File: src/rtl/piano_pkg.sv
// Shared types and constants for the piano key PWM scheduler.
package piano_pkg;

   localparam int         SLOT_W     = 7;
   localparam int         SLOTS      = 128;
   localparam logic [6:0] VEL_ALWAYS = 7'd127;

   typedef struct packed {
      logic [6:0] key;
      logic [6:0] vel;
   } cmd_t;

   typedef enum logic {
      IDLE,
      SWEEP
   } state_e;

endpackage

File: src/rtl/piano_cmd_fifo.sv
// Command FIFO for the key scheduler. PIANO_SCHED_COALESCE_EN folds a push into
// a queued entry with the same key instead of appending.
module piano_cmd_fifo
   import piano_pkg::*;
#(
   parameter int DEPTH = 4
) (
   input  logic clk,
   input  logic rst_n,
   input  logic push,
   input  cmd_t push_cmd,
   input  logic pop,
   output cmd_t head,
   output logic full,
   output logic empty
);

   localparam int PTR_W = $clog2(DEPTH);

   cmd_t             mem [DEPTH];
   logic [PTR_W-1:0] rd_ptr;
   logic [PTR_W-1:0] wr_ptr;
   logic [PTR_W:0]   count;
   logic             hit;
   logic             append;

   assign full  = (count == (PTR_W+1)'(DEPTH));
   assign empty = (count == '0);
   assign head  = mem[rd_ptr];

`ifdef PIANO_SCHED_COALESCE_EN
   logic [PTR_W-1:0] hit_idx;

   // The head being popped this cycle is already in flight and must not change.
   always_comb begin
      // NOTE: defaults first so no path leaves a variable unassigned (no latch).
      hit     = 1'b0;
      hit_idx = '0;
      for (int i = 0; i < DEPTH; i++) begin
         if (!hit && (i < int'(count)) && !(pop && i == 0) &&
             mem[rd_ptr + PTR_W'(i)].key == push_cmd.key) begin
            hit     = 1'b1;
            hit_idx = rd_ptr + PTR_W'(i);
         end
      end
   end
`else
   assign hit = 1'b0;
`endif

   assign append = push && !hit;

   always_ff @(posedge clk or negedge rst_n) begin
      if (!rst_n) begin
         rd_ptr <= '0;
         wr_ptr <= '0;
         count  <= '0;
      end else begin
         // NOTE: non-blocking for all sequential state so every flop samples pre-edge values.
         if (pop)    rd_ptr <= rd_ptr + PTR_W'(1);
         if (append) wr_ptr <= wr_ptr + PTR_W'(1);
         case ({append, pop})
            2'b10:   count <= count + (PTR_W+1)'(1);
            2'b01:   count <= count - (PTR_W+1)'(1);
            default: count <= count;
         endcase
      end
   end

   // NOTE: storage has no reset; pointers and count alone define which entries are valid.
   always_ff @(posedge clk) begin
      if (append) mem[wr_ptr] <= push_cmd;
`ifdef PIANO_SCHED_COALESCE_EN
      else if (push && hit) mem[hit_idx].vel <= push_cmd.vel;
`endif
   end

endmodule

File: src/rtl/piano_key_sched.sv
// Key PWM scheduler: scans the pattern RAM onto key_out and rewrites one key column
// per queued command. Optional macro: PIANO_SCHED_COALESCE_EN.
module piano_key_sched
   import piano_pkg::*;
#(
   parameter int NUM_KEYS   = 12,
   parameter int FIFO_DEPTH = 4
) (
   input  logic                clk,
   input  logic                rst_n,
   input  logic                cmd_valid,
   output logic                cmd_ready,
   input  logic [6:0]          cmd_key,
   input  logic [6:0]          cmd_vel,
   output logic                ram_r_en,
   output logic [SLOT_W-1:0]   ram_r_addr,
   input  logic [NUM_KEYS-1:0] ram_r_data,
   output logic                ram_w_en,
   output logic [SLOT_W-1:0]   ram_w_addr,
   output logic [NUM_KEYS-1:0] ram_w_data,
   output logic [NUM_KEYS-1:0] key_out,
   output logic                busy,
   output logic                done,
   output logic                err_key
);

   state_e              state_q;
   state_e              next_state;
   cmd_t                head;
   logic                full;
   logic                empty;
   logic                accept;
   logic                key_ok;
   logic                push;
   logic                pop;
   logic                sweep_write;
   logic [6:0]          key_q;
   logic [6:0]          vel_q;
   logic [7:0]          cnt_q;
   logic [SLOT_W-1:0]   slot;
   logic                slot_on;
   logic [NUM_KEYS-1:0] key_mask;
   logic [NUM_KEYS-1:0] new_word;

   assign cmd_ready = !full;
   assign accept    = cmd_valid && cmd_ready;
   assign key_ok    = ({1'b0, cmd_key} < 8'(NUM_KEYS));
   assign push      = accept && key_ok;
   assign ram_r_en  = 1'b1;
   assign busy      = (state_q == SWEEP);

   piano_cmd_fifo #(.DEPTH(FIFO_DEPTH)) u_fifo (
      .clk      (clk),
      .rst_n    (rst_n),
      .push     (push),
      .push_cmd ('{key: cmd_key, vel: cmd_vel}),
      .pop      (pop),
      .head     (head),
      .full     (full),
      .empty    (empty)
   );

   always_ff @(posedge clk or negedge rst_n) begin
      if (!rst_n) state_q <= IDLE;
      else        state_q <= next_state;
   end

   // cnt_q counts computed slots; the 129th SWEEP cycle only drains the last write.
   always_comb begin
      next_state  = state_q;
      pop         = 1'b0;
      sweep_write = 1'b0;
      case (state_q)
         IDLE: begin
            if (!empty) begin
               pop        = 1'b1;
               next_state = SWEEP;
            end
         end
         SWEEP: begin
            if (cnt_q == 8'd128) next_state  = IDLE;
            else                 sweep_write = 1'b1;
         end
         default: next_state = IDLE;
      endcase
   end

   // ram_r_data belongs to the address presented one cycle earlier.
   assign slot     = ram_r_addr - SLOT_W'(1);
   assign slot_on  = (vel_q == VEL_ALWAYS) || (slot < vel_q);
   assign key_mask = NUM_KEYS'(1) << key_q;
   assign new_word = slot_on ? (ram_r_data & ~key_mask) : (ram_r_data | key_mask);

   always_ff @(posedge clk or negedge rst_n) begin
      if (!rst_n) begin
         ram_r_addr <= '0;
         key_out    <= '1;
         key_q      <= '0;
         vel_q      <= '0;
         cnt_q      <= '0;
         ram_w_en   <= 1'b0;
         ram_w_addr <= '0;
         ram_w_data <= '0;
         done       <= 1'b0;
         err_key    <= 1'b0;
      end else begin
         ram_r_addr <= ram_r_addr + SLOT_W'(1);
         key_out    <= ram_r_data;
         err_key    <= accept && !key_ok;
         ram_w_en   <= sweep_write;
         done       <= sweep_write && (cnt_q == 8'd127);
         if (pop) begin
            key_q <= head.key;
            vel_q <= head.vel;
            cnt_q <= '0;
         end else if (sweep_write) begin
            cnt_q <= cnt_q + 8'd1;
         end
         if (sweep_write) begin
            ram_w_addr <= slot;
            ram_w_data <= new_word;
         end
      end
   end

endmodule

File: config.mk
export PLATFORM = sky130hd
export DESIGN_NAME = piano_key_sched
export DESIGN_NICKNAME = d
export VERILOG_FILES = /design/src/rtl/piano_pkg.sv /design/src/rtl/piano_cmd_fifo.sv /design/src/rtl/piano_key_sched.sv
export SDC_FILE = /design/constraint.sdc
export NUM_CORES = 1
export LEC_CHECK = 0
export BUFFER_PORTS_ARGS = -buffer_cell sky130_fd_sc_hd__buf_4
export CORE_UTILIZATION = 57
export CTS_BUF_LIST = sky130_fd_sc_hd__clkbuf_4 sky130_fd_sc_hd__clkbuf_8 sky130_fd_sc_hd__clkbuf_16
export DETAILED_ROUTE_END_ITERATION = 6
export PLACE_DENSITY = 0.79
export SYNTH_ARGS = -nofsm -noshare
export SYNTH_HDL_FRONTEND = slang
export SYNTH_SLANG_ARGS = --single-unit
File: constraint.sdc
create_clock -name clk -period 3 [get_ports clk]
set_clock_uncertainty 0.15 [all_clocks]
set_input_delay 0.15 -clock clk [delete_from_list [all_inputs] [get_ports clk]]
set_output_delay 0.15 -clock clk [all_outputs]
set_load 0.01 [all_outputs]
==> results.md <==
Status:
- The run finished with clean final reports.

Layout:
- The fraction of final layout cells sized beyond drive strength 1 is 32.1%.
- The layout-stage area growth over the synthesis result is 29.6%.
- The final layout contains 531 nets.
- The number of antenna diodes is 0.
- Counting the fill cells in the layout gives 548.

Detailed routing:
- The post-detailed-route DRC marker count is 0.
- The routed length per instance is 16.7 um.
- After detailed routing, the number of vias per cell comes to 5.48.
- After the first detailed-routing iteration, the DRC count stood at 195.
- The detail route stage leaves a number of antenna-violating nets equal to 0.
- The count of vias placed by the detailed router is 3343.
- The final layout contains routed wiring with a total length of 10.2 mm.
- For this run, the detailed router's first-pass iteration total came to 4.

Floorplan:
- The number of ports placed on the die boundary is 73.
- The initial standard-cell utilization of the core is 58.4%.
- In this run the vertical extent of the chip is 99.1 um.
- The initialized floorplan defines 35 standard-cell rows.
- The floorplan step defined a die boundary enclosing 9810 um2.
- The core region is 9200 um2.
- The die is 99.1 um wide.

Power and ir drop:
- For this design the total switching power over the nets is 1.84 mW.
- The cell leakage power is 2.94 nW.
- IR analysis of the VDD net gives a maximum drop of 480 uV.
- The fraction of power consumed by sequential logic is 39.3%.
- Dividing total power by cell area gives a power density of 876 nW/um2.
- Per report_power, the clock group accounts for 35.4% of the total.
- The fraction of power consumed by combinational cells is 25.3%.
- The switching share of power is 30.2%.
- The internal power component is 4.26 mW.

Global routing:
- The number of antenna violations at the first check in global routing is 0.
- Summed over all layers, the global routing overflow is 0.
- The via count of the first global-routing pass was 3390.
- The first global-routing pass estimated 16.7 mm of wire.
- The overall routing resource usage is 22.8%.
- Entering global routing, the biggest net connects 72 pins.

STA:
- The post-layout worst setup margin is 0.524 ns.
- The slew at the pin with the worst max-slew slack is 0.866 ns.
- Derived from the worst setup path, the maximum achievable clock frequency is 0.404 GHz.
- The post-route minimum period is 2.48 ns.
- Dividing the final minimum period by the clock period gives 82.5%.
- In the final timing run, aggregate negative setup slack is 0 ns.
- Setup repair after global routing left no endpoint under its margin.
- The final number of max-transition violations is 0.
- The final-report hold violation count was 0.
- In this run the tightest slew margin relative to its limit is 42.3%.
- Setup violations remaining at the end of the flow were counted as 0.

Clock network:
- The clock passes through at most 2 buffers.
- Once the clock tree was built, the resizer swapped 0 gates to a different size.
- The number of levels the H-tree was split into is 4.
- The insertion delay to the later sink of the worst-skew pair is 0.51 ns.
- The clock drives 127 sinks.
- The number of setup buffers added after CTS is 0.
- The TritonCTS clock tree is done.
- The clock slew seen by the registers of the worst setup and hold paths is 0.06 ns.
- The CTS buffer count is 17.
- The cell sitting at the root of the clock tree is a sky130_fd_sc_hd__clkbuf_8.
- The count of hold buffers inserted by post-cts repair is 28.

Logic synthesis:
- When the netlist entered floorplanning its net count stood at 417.
- The predominant post-synthesis flop cell is sky130_fd_sc_hd__dfrtp_1.
- The register area share after synthesis is 64.7%.
- In this run, synthesis produced a sequential element count of 127.
- The fraction of synthesis flops using an asynchronous set or reset pin is 55.9%.
- The mean instance size in the synthesized netlist is 14.4 um2.
- The synthesized netlist contains 45 unique library cells.
- Synthesis produced a netlist whose cell count is 372.
- The summed instance area of the synthesized netlist is 5370 um2.
- During synthesis, Yosys emitted a total of 0 warnings.
- Yosys mapped a number of flops with a built-in enable equal to 56.

Critical path:
- The critical path is of the reg -> reg type.
- The worst setup path is launched from a flip-flop.
- The critical path starts at ram_r_addr[0]$_DFF_PN0_.
- The endpoint kind of the worst setup timing path is a flip-flop.
- The largest fanout on the critical path is 12.
- The critical path data arrival time is 2.73 ns.
- The worst reg2reg path startpoint is ram_r_addr[0]$_DFF_PN0_.
- For the worst setup path, the data required time is 3.25 ns.

Placed design:
- At the placement stage, the worst setup path has a slack of 0.568 ns.
- The placer congestion estimate is 0.804.
- Input and output buffers added on the ports amount to 71.
- The detailed placer's ending HPWL is 6.26 mm.

Flow run:
- Max-cap violations in this run came to 0.

Worst hold path:
- The path class of the tightest hold or removal check is in -> async.
==> power groups by stage <==
stage	Sequential [mW]	Combinational [mW]	Clock (mW)
floorplan	2.34	1.08	0
global placement	2.40	1.44	0
detailed placement	2.42	1.50	0
CTS	2.39	1.55	2.18
global route	2.43	1.70	2.26
finish	2.40	1.54	2.16
==> flip-flops by register name, summed over array words and instances, names as in the netlist, 3 cells and up <==
name,cells
cnt_q,8
key_q,7
key_out,12
ram_w_data,12
vel_q,7
ram_w_addr,7
ram_r_addr,7
u_fifo.count,3
u_fifo.mem,56
==> worst max-delay path, cell delays in order (launching register included) <==
cell and delay [ns]:
sky130_fd_sc_hd__dfrtp_1 0.46, sky130_fd_sc_hd__nor3_1 0.29, sky130_fd_sc_hd__nor3b_1 0.27, sky130_fd_sc_hd__xor2_1 0.13
sky130_fd_sc_hd__ha_1 0.29, sky130_fd_sc_hd__nand2_1 0.06, sky130_fd_sc_hd__o21ai_0 0.17, sky130_fd_sc_hd__a21oi_1 0.06
sky130_fd_sc_hd__buf_4 0.18, sky130_fd_sc_hd__o31ai_1 0.30
==> through the flow <==
step                instance area, um2  power (mW)  hold WS [ns]  instances  util [%]
floorplan                         5370        3.42        -0.296        372         -
global placement                  6050        3.84         0.116        550      65.8
detailed placement                6050        3.92         0.116        550      65.8
CTS                               6960        6.13         0.117        610      75.6
global route                      6960        6.40         0.125        610      75.6
finish                            6960        6.10         0.136        610      75.6
==> worst paths after layout <==
check / endpoint / slack (ns) / cells past startpoint
max in group asynchronous: vel_q[0]$_DFFE_PN0N_ / 1.99 / 2
worst max register to register: ram_w_data[8]$_DFFE_PN0P_ / 0.52 / 9
min in group clk: key_out[11]$_DFF_PN1_ / 0.14 / 2
worst max-delay path: ram_w_data[8]$_DFFE_PN0P_ / 0.52 / 9
worst min-delay path: ram_r_addr[4]$_DFF_PN0_ / 0.14 / 2
worst min register to register: u_fifo.rd_ptr[0]$_DFFE_PN0N_ / 0.33 / 1
==> synthesized netlist by cell type, types with 3 or more instances <==
library cell,instances,area (um2)
sky130_fd_sc_hd__a21boi_0,10,75.1
sky130_fd_sc_hd__a21oi_1,4,20.0
sky130_fd_sc_hd__and2_1,5,31.3
sky130_fd_sc_hd__and3_1,3,18.8
sky130_fd_sc_hd__clkbuf_1,11,41.3
sky130_fd_sc_hd__dfrtp_1,59,1480
sky130_fd_sc_hd__dfstp_2,12,315
sky130_fd_sc_hd__edfxtp_1,56,1680
sky130_fd_sc_hd__ha_1,15,188
sky130_fd_sc_hd__inv_1,17,63.8
sky130_fd_sc_hd__mux2_2,10,113
sky130_fd_sc_hd__mux2_4,3,45.0
sky130_fd_sc_hd__mux2i_1,12,120
sky130_fd_sc_hd__mux4_2,14,315
sky130_fd_sc_hd__nand2_1,35,131
sky130_fd_sc_hd__nand3_1,12,60.1
sky130_fd_sc_hd__nand4_1,3,18.8
sky130_fd_sc_hd__nor2_1,10,37.5
sky130_fd_sc_hd__nor3_1,4,20.0
sky130_fd_sc_hd__nor3b_1,4,30.0
sky130_fd_sc_hd__o21ai_0,13,65.1
sky130_fd_sc_hd__o31ai_1,13,97.6
sky130_fd_sc_hd__xnor2_1,10,87.6
sky130_fd_sc_hd__xor2_1,10,87.6
==> cell usage in the layout (no fill, tap or decap), types with 12 or more instances in the layout <==
cell	instances
sky130_fd_sc_hd__inv_1	17
sky130_fd_sc_hd__mux2i_1	12
sky130_fd_sc_hd__nand2_1	35
sky130_fd_sc_hd__ha_1	15
sky130_fd_sc_hd__edfxtp_1	56
sky130_fd_sc_hd__dfstp_2	12
sky130_fd_sc_hd__dfrtp_1	59
sky130_fd_sc_hd__o31ai_1	13
sky130_fd_sc_hd__clkbuf_16	16
sky130_fd_sc_hd__mux4_2	14
sky130_fd_sc_hd__buf_4	84
sky130_fd_sc_hd__nand3_1	12
sky130_fd_sc_hd__dlygate4sd3_1	28
sky130_fd_sc_hd__o21ai_0	13
==> final cells by class <==
class                   count  area [um2]  area share (%)
inverters                  19        71.3            1.03
clock inverters            14         204            2.93
well taps                 111         139            2.00
multi-input cells         209        1740            25.0
flip-flops and latches    127        3470            49.9
clock buffers              18         422            6.06
repair buffers            112         911            13.1
==> layer usage <==
layer | up-vias | share of wire (%) | track usage (%)
met4 | 0 | 1.2 | 9.84
met3 | 12 | 4.5 | 5.32
met5 | - | 0 | 0
met1 | 1645 | 46 | 30.7
li1 | 1573 | - | -
met2 | 113 | 48 | 35.9
==> logic make-up (layout without fill, tap and decap cells) <==
logic type | count (synthesis) | after routing | synth area share (%)
adders and majority gates | 16 | 16 | 3.87
buffers and inverters | 36 | 163 | 2.98
DFF | 127 | 127 | 64.7
xor gates and xnor gates | 20 | 20 | 3.26
and+or+nand+nor | 87 | 87 | 8.06
other | 1 | 1 | 0.0698
AOI/OAI and AO/OA | 46 | 46 | 6.01
muxes | 39 | 39 | 11.0
(Power assumes the default switching activity.)
